`config.mk`:
```
export PLATFORM = sky130hd
export DESIGN_NAME = fifo_stream_reader
export DESIGN_NICKNAME = d
export VERILOG_FILES = /design/src/rtl/fifo_stream_reader_pkg.sv /design/src/rtl/fifo_stream_reader_buffer.sv /design/src/rtl/fifo_stream_reader.sv
export SDC_FILE = /design/constraint.sdc
export NUM_CORES = 1
export LEC_CHECK = 0
export ABC_CLOCK_PERIOD_IN_PS = 1950
export CAP_MARGIN = 20
export CELL_PAD_IN_SITES_DETAIL_PLACEMENT = 1
export CELL_PAD_IN_SITES_GLOBAL_PLACEMENT = 1
export CORE_MARGIN = 2
export CORE_UTILIZATION = 37
export DETAILED_ROUTE_END_ITERATION = 8
export PLACE_DENSITY_LB_ADDON = 0.1
export SYNTH_ARGS = -nofsm -noshare
export SYNTH_HDL_FRONTEND = slang
export SYNTH_SLANG_ARGS = --single-unit
```
`constraint.sdc`:
```
create_clock -name clk -period 1.95 [get_ports clk]
set_input_delay 0.2925 -clock clk [delete_from_list [all_inputs] [get_ports clk]]
set_output_delay 0.2925 -clock clk [all_outputs]
set_load 0.01 [all_outputs]
```
`src/rtl/fifo_stream_reader_pkg.sv`:
```
// Shared helpers for the FIFO stream reader: log2 sizing and counter-width derivation.
package fifo_stream_reader_pkg;

  // Ceiling log2, matching the helper used by the FIFO this block drains.
  function automatic int clog2(input int value);
    int result;
    result = 0;
    for (int v = value - 1; v > 0; v = v >> 1) begin
      result++;
    end
    return result;
  endfunction

  // Width able to hold 0..buf_depth inclusive (level and in-flight counters).
  function automatic int cnt_width(input int buf_depth);
    return clog2(buf_depth + 1);
  endfunction

endpackage

```
`src/rtl/fifo_stream_reader_buffer.sv`:
```
// Circular word buffer: push at wr_ptr, pop at rd_ptr, head word always visible.
// Callers guarantee no push when full and no pop when empty.
module stream_buffer
  import fifo_stream_reader_pkg::*;
#(
  parameter  int DATA_WIDTH = 1,
  parameter  int BUF_DEPTH  = 4,
  localparam int CNT_WIDTH  = cnt_width(BUF_DEPTH)
) (
  input  logic                  clk,
  input  logic                  reset,
  input  logic                  push,
  input  logic [DATA_WIDTH-1:0] push_data,
  input  logic                  pop,
  output logic [DATA_WIDTH-1:0] head_data,
  output logic [CNT_WIDTH-1:0]  count
);

  localparam int PTR_WIDTH = clog2(BUF_DEPTH);
  localparam logic [PTR_WIDTH-1:0] LAST_PTR = PTR_WIDTH'(BUF_DEPTH - 1);

  logic [DATA_WIDTH-1:0] mem_q [BUF_DEPTH];
  logic [DATA_WIDTH-1:0] mem_d [BUF_DEPTH];
  logic [PTR_WIDTH-1:0]  wr_ptr_q, wr_ptr_d;
  logic [PTR_WIDTH-1:0]  rd_ptr_q, rd_ptr_d;
  logic [CNT_WIDTH-1:0]  count_q, count_d;

  // Explicit compare so non-power-of-two depths wrap at BUF_DEPTH-1.
  function automatic logic [PTR_WIDTH-1:0] ptr_inc(input logic [PTR_WIDTH-1:0] ptr);
    return (ptr == LAST_PTR) ? '0 : ptr + PTR_WIDTH'(1);
  endfunction

  // Next-state for storage, pointers and occupancy.
  always_comb begin
    // NOTE: every signal gets a default before any branch, otherwise an
    // incomplete if/case infers a latch.
    mem_d    = mem_q;
    wr_ptr_d = wr_ptr_q;
    rd_ptr_d = rd_ptr_q;
    count_d  = count_q;

    if (push) begin
      mem_d[wr_ptr_q] = push_data;
      wr_ptr_d        = ptr_inc(wr_ptr_q);
    end

    if (pop) begin
      rd_ptr_d = ptr_inc(rd_ptr_q);
    end

    case ({push, pop})
      2'b10:   count_d = count_q + CNT_WIDTH'(1);
      2'b01:   count_d = count_q - CNT_WIDTH'(1);
      default: count_d = count_q;
    endcase
  end

  // State registers with asynchronous clear.
  always_ff @(posedge clk or posedge reset) begin
    if (reset) begin
      // NOTE: the storage is cleared too, so the head word reads as zero
      // straight out of reset instead of stale contents; sequential state is
      // always written with <= so every flop samples pre-edge values.
      for (int i = 0; i < BUF_DEPTH; i++) begin
        mem_q[i] <= '0;
      end
      wr_ptr_q <= '0;
      rd_ptr_q <= '0;
      count_q  <= '0;
    end else begin
      mem_q    <= mem_d;
      wr_ptr_q <= wr_ptr_d;
      rd_ptr_q <= rd_ptr_d;
      count_q  <= count_d;
    end
  end

  assign head_data = mem_q[rd_ptr_q];
  assign count     = count_q;

endmodule

```
`src/rtl/fifo_stream_reader.sv`:
```
// Drains a FIFO pop port into a valid/ready stream. Pops are credit-limited so
// every granted response has a guaranteed buffer slot, even under back-pressure.
module fifo_stream_reader
  import fifo_stream_reader_pkg::*;
#(
  parameter  int DATA_WIDTH = 1,
  parameter  int BUF_DEPTH  = 4,
  localparam int CNT_WIDTH  = cnt_width(BUF_DEPTH)
) (
  input  logic                  clk,
  input  logic                  reset,
  input  logic                  enable,
  output logic                  fifo_rd_en,
  input  logic [DATA_WIDTH-1:0] fifo_rd_data,
  input  logic                  fifo_rd_valid,
  input  logic                  fifo_empty,
  output logic [DATA_WIDTH-1:0] m_data,
  output logic                  m_valid,
  input  logic                  m_ready,
  output logic [CNT_WIDTH-1:0]  level,
  output logic                  protocol_err
);

  // One extra bit so count + inflight can never wrap.
  localparam logic [CNT_WIDTH:0] CREDIT_LIMIT = (CNT_WIDTH + 1)'(BUF_DEPTH);

  logic [CNT_WIDTH-1:0] inflight_q, inflight_d;
  logic                 protocol_err_q, protocol_err_d;
  logic [CNT_WIDTH-1:0] count;
  logic [CNT_WIDTH:0]   credit_used;
  logic                 has_outstanding;
  logic                 push;
  logic                 pop;
  logic                 spurious_rsp;

  assign credit_used     = {1'b0, count} + {1'b0, inflight_q};
  assign has_outstanding = (inflight_q != '0);

  // A response only counts when a pop is outstanding; anything else is a protocol error.
  assign push         = fifo_rd_valid & has_outstanding;
  assign spurious_rsp = fifo_rd_valid & ~has_outstanding;

  // Issue only when buffered plus in-flight words leave room for the response.
  assign fifo_rd_en = enable & ~fifo_empty & ~reset & (credit_used < CREDIT_LIMIT);

  assign m_valid = (count != '0);
  assign pop     = m_valid & m_ready;

  stream_buffer #(
    .DATA_WIDTH (DATA_WIDTH),
    .BUF_DEPTH  (BUF_DEPTH)
  ) u_buffer (
    .clk       (clk),
    .reset     (reset),
    .push      (push),
    .push_data (fifo_rd_data),
    .pop       (pop),
    .head_data (m_data),
    .count     (count)
  );

  // Credit counter and sticky error flag next-state.
  always_comb begin
    inflight_d     = inflight_q;
    protocol_err_d = protocol_err_q | spurious_rsp;

    case ({fifo_rd_en, push})
      2'b10:   inflight_d = inflight_q + CNT_WIDTH'(1);
      2'b01:   inflight_d = inflight_q - CNT_WIDTH'(1);
      default: inflight_d = inflight_q;
    endcase
  end

  // Credit and error registers with asynchronous clear.
  always_ff @(posedge clk or posedge reset) begin
    if (reset) begin
      inflight_q     <= '0;
      protocol_err_q <= 1'b0;
    end else begin
      inflight_q     <= inflight_d;
      protocol_err_q <= protocol_err_d;
    end
  end

  assign level        = count;
  assign protocol_err = protocol_err_q;

endmodule
```
Word level (Yosys, flattened, before mapping)
Index checks and enable logic that the tools add are counted.

Bits of input ports: 7. Register bits: 15.

Multiplexer cells: 10. Equal/unequal tests: 6. $lt $le $gt $ge: 4. Reductions and logical operators: 5. Bitwise operators: 12. Add/sub/neg operators: 7.

Operator list (count): $pmux 3 s2 (2); $eq 2x2->1 const B (4); $add 3x1->3 const B (2); $and 1x1->1 (6); $ge 3x3->1 const B (2); $not 2->3 (2); $reduce_bool 3->1 (2); $sub 3x1->3 const B (2); $add 2x1->2 const B (2); $add 3x3->4 (1); $bwmux 4 (1); $eq 2x1->1 const B (2); $lt 4x3->1 const B (1); $mux 2 (2); $reduce_bool 2->1 (2); $lt 3x1->1 const B (1); $mux 1 (3); $not 1->1 (3); $bmux 1 s2 (1); $demux 1 s2 (1); $logic_and 1x1->1 (1); $or 1x1->1 (1).

Logic depth before layout (Yosys ltp)
Depth after elaboration: 6. Gate-level depth with buffers: 9.

Modules after synthesis
A second synthesis with hierarchy kept.

Cells, all modules: 75. Area, all modules: 844.6 µm².

By module, submodules not included: stream_buffer (cells each 47, area an instance 564.3 µm², seq. area each 275.3 µm², times used 1); fifo_stream_reader (cells each 28, area an instance 280.3 µm², seq. area each 100.1 µm², times used 1).

Worst setup path before layout
No wires, ideal clock.

Kind: reg2reg. From: reg u_buffer.count_q[1] (netlist: u_buffer.count[1]). To: reg inflight_q[2]. Period minus slack after synthesis: 1.930 ns. Cell stages (with the launch flop): 10. Path buffers: 0. Library setup time: 0.079 ns. Arrival time: 1.851 ns. Slack: 0.020 ns. Cells stage by stage: dfrtp_1 ha_1 nand3_1 nand4_1 ha_1 inv_1 fa_1 xor2_1 nor2_1 xor2_1.

Cells in the longest elaborated chain, start to end: 5.

Ends and longest elaborated chain: start: declaration (line fifo_stream_reader_buffer.sv:26) `logic [CNT_WIDTH-1:0] count_q, count_d;`; start signal: assignment (line fifo_stream_reader_buffer.sv:74) `count_q <= count_d;`; $add 3x3->4 * (line fifo_stream_reader.sv:36) `assign credit_used = {1'b0, count} + {1'b0, inflight_q};`; $lt 4x3->1 * (line fifo_stream_reader.sv:44) `assign fifo_rd_en = enable & ~fifo_empty & ~reset & (credit_used < CREDIT_LIMIT);`; $and 1x1->1 * (line fifo_stream_reader.sv:44); $eq 2x1->1 / $eq 2x2->1 (equally long branches) (line fifo_stream_reader.sv:67) `case ({fifo_rd_en, push})`; $pmux 3 s2 / $reduce_bool 2->1 (equally long branches); end signal: assignment (line fifo_stream_reader.sv:80) `inflight_q <= inflight_d;`; end: declaration (line fifo_stream_reader.sv:27) `logic [CNT_WIDTH-1:0] inflight_q, inflight_d;`.

Every way passes the cells marked *; elsewhere a longest branch is shown, timed or not. A chain may end at the register's enable or synchronous reset.

Final worst setup path
Same ends and word-level chain as after synthesis.

==> results.sh <==
export IMPL_clock_sinks=15
export IMPL_synth_cell_types=24
export IMPL_fmaxAchievable_ghz=0.506
export IMPL_finalWorstSetupSlack_ns=-0.0270
export IMPL_avgSynthCellArea_sq_um=11.7
export IMPL_cts_tree="yes"
export IMPL_num_io_pins=14
export IMPL_row_count=17
export IMPL_finalHoldViolCount=0
export IMPL_layout_drive_gt1_share_pct=38.0
export IMPL_drt_first_pass_iters=2
export IMPL_final_common_cell="buf_4"
export IMPL_clk_pin_slew_ns=0.09
export IMPL_slew_headroom_pct=61.6
export IMPL_status="finished, violations left"
export IMPL_vias_per_cell=4.66
export IMPL_dp_cells=126
export IMPL_hold_buffers=0
export IMPL_cp_start_kind="flop"
export IMPL_preCtsSetupSlack_ns=-0.141
export IMPL_p_sw_share_pct=38.3
export IMPL_hpwl_mm=1.42
export IMPL_synth_seq_cells=15
export IMPL_synth_nets=92
export IMPL_drt_initial_drc_count=3
export IMPL_syn_area_sq_um=867
export IMPL_stdcell_area_sq_mm=0.00125
export IMPL_core_sq_mm=0.00221
export IMPL_cap_viol_max_count=0
export IMPL_grt_overflow_total=0
export IMPL_root_buffer="clkbuf_4"
export IMPL_violations="setup timing"
export IMPL_grt_pass1_vias=709
export IMPL_wl_per_cell_microns=14.6
export IMPL_tightest_slew_ns=0.575
export IMPL_instances_no_fill=136
export IMPL_power_density_mw_per_mm2=1650
export IMPL_finClkSkew_ns=0.00363
export IMPL_fill_cells=233
export IMPL_grt_first_pass_wirelength_mm=3.31
export IMPL_p_switching_mw=0.786
export IMPL_cp_arrival_ns=2.18
export IMPL_synthesis_instances=74
export IMPL_drt_met1_wl_microns=810
export IMPL_die_w_microns=52.4
export IMPL_setup_tns_ns=-0.0390
export IMPL_syn2layout_area_growth_pct=43.9
export IMPL_route_met2_wl_mm=1.06
export IMPL_cp_slowest_cell="dfrtp_1"
export IMPL_port_buffers=13
export IMPL_start_util_pct=39.2
export IMPL_critPathMaxFanout=2
export IMPL_crit_type="reg2reg"
export IMPL_grt_usage_pct=17.0
export IMPL_clk_latency_ns=0.29
export IMPL_period_minus_slack_ns=1.98
export IMPL_rsz0062_at_grt="true"
export IMPL_nets=127
export IMPL_cts_max_path_buffers=2
export IMPL_endpoint_kind="flop"
export IMPL_top_layer="met4"
export IMPL_internal_power_mw=1.27
export IMPL_yosys_warnings=0
export IMPL_vdd_ir_drop_max_mv=0.791
export IMPL_vias=634
export IMPL_dieArea_sq_mm=0.00275
export IMPL_gp_congestion=0.731
export IMPL_pwr_share_comb_pct=61.5
export IMPL_required_ns=2.16
export IMPL_grt_max_degree=16
export IMPL_layout_common_cells="16 x buf_4, 14 x dfrtp_1, 10 x clkdlybuf4s50_1"
export IMPL_wl_met3_microns=75
export IMPL_cts_htree_levels=1
export IMPL_drc_errors=0
export IMPL_grt_antenna_before_repair=0
export IMPL_seqPwrFrac_pct=29.8
export IMPL_period_share_pct=101
export IMPL_finalSetupViolations=2
export IMPL_cpPeakStageDelay_ns=0.40
export IMPL_p_clk_share_pct=8.7
export IMPL_die_h_microns=52.4
export IMPL_p_total_mw=2.05
export IMPL_place_area_sq_mm=0.00111
export IMPL_drv_slew=0
export IMPL_cts_made_buffers=3
export IMPL_wirelength_mm=1.99
export IMPL_diodes=0
export IMPL_path_common_cell="xor2_1"
export IMPL_antenna_left=0
export IMPL_yosysSeqAreaShare_pct=43.3
export IMPL_path_cells="ha_1 -> nand3_1 -> nand4_1 -> buf_4 -> ha_4 -> inv_2 -> fa_2 -> xor2_1 -> nor2_1 -> xor2_1"
export IMPL_p_leak_nw=0.583
export IMPL_hold_class="in2async"
==> metrics by stage <==
step / hold WS [ns] / util, %
after detailed placement: 0.454 / 50.4
after CTS: 0.416 / 54.7
after global placement: 0.460 / 50.4
final: 0.391 / 56.4
after floorplan: 0.194 / -
after global routing: 0.467 / 56.4
==> synthesized netlist by cell type <==
cell type	instances	area (sq um)
a21o_1	1	7.51
dfrtp_1	15	375
fa_1	2	40.0
ha_1	9	113
inv_1	11	41.3
inv_4	1	6.26
mux2_1	3	33.8
mux2_2	2	22.5
mux2_4	1	15.0
mux2i_1	2	20.0
mux4_2	1	22.5
nand2_1	4	15.0
nand2_2	2	12.5
nand3_1	1	5.00
nand4_1	1	6.26
nor2_1	5	18.8
nor2b_1	1	6.26
nor3_1	1	5.00
o21ai_0	2	10.0
o31ai_4	1	21.3
or3_1	1	6.26
or3_4	1	11.3
xnor2_1	2	17.5
xor2_1	4	35.0
==> logic make-up (layout without fill, tap and decap cells) <==
family	count (synthesis)	in the layout	share of synthesized area, %
and+or+nand+nor	17	17	9.96
DFF	15	15	43.3
buffers and inverters	12	46	5.48
adders and majority gates	11	11	17.6
muxes	9	9	13.1
xor gates and xnor gates	6	6	6.06
AOI/OAI and AO/OA	4	4	4.47
==> path summary, 6_finish.rpt <==
| path | start | to | slack, ns | cells after the start |
|---|---|---|---|---|
| setup reg to reg | u_buffer.count[1] | inflight_q[2] | -0.03 | 10 |
| min in group clk | protocol_err | protocol_err | 0.49 | 1 |
| setup / recovery | u_buffer.count[1] | inflight_q[2] | -0.03 | 10 |
| hold / removal | reset | protocol_err | 0.39 | 2 |
| max in group asynchronous | reset | inflight_q[2] | 1.14 | 2 |
| hold reg to reg | protocol_err | protocol_err | 0.49 | 1 |
==> critical path, delay by kind of cell, from the launching register on <==
family,cells,cell delay [ns]
xor+xnor,2,0.30
fa+ha+maj,3,0.73
buf+inv,2,0.17
flops,1,0.40
simple gates,3,0.30
==> power by group through the flow <==
stage / Sequential [mW] / Combinational (mW) / Clock [mW]
2_1_floorplan: 0.637 / 0.562 / 0
3_3_place_gp: 0.619 / 1.01 / 0
3_5_place_dp: 0.628 / 1.04 / 0
4_1_cts: 0.605 / 1.15 / 0.186
5_1_grt: 0.635 / 1.39 / 0.196
6_report: 0.613 / 1.26 / 0.179
==> sequential cells by signal (all words and copies together), names as in the netlist <==
name / flops
protocol_err: 1
u_buffer.rd_ptr_q: 2
u_buffer.count: 3
inflight_q: 3
u_buffer.mem_q: 4
u_buffer.wr_ptr_q: 2
==> per-layer routing <==
layer | vias up | track usage (%)
met5 | - | 0
met4 | 0 | 3.85
met3 | 5 | 5.14
met2 | 10 | 31.0
met1 | 307 | 19.2
li1 | 312 | -
==> cell type report <==
class                      count  area (sq um)  share of cell area (%)
clock buffer                   4          26.3                    2.11
tap                           28          35.0                    2.81
inverter                      12          52.6                    4.21
timing repair buffer          30           254                    20.4
multi-input combinational     47           503                    40.3
sequential                    15           377                    30.2
==> timing repair <==
action | in CTS | in global routing
resized for setup | 14 | 11
setup endpoints to repair | 7 | 5
buffers inserted | 7 | 2
pin swaps | 9 | 14
No activity file was read; power rests on OpenSTA's default activity.
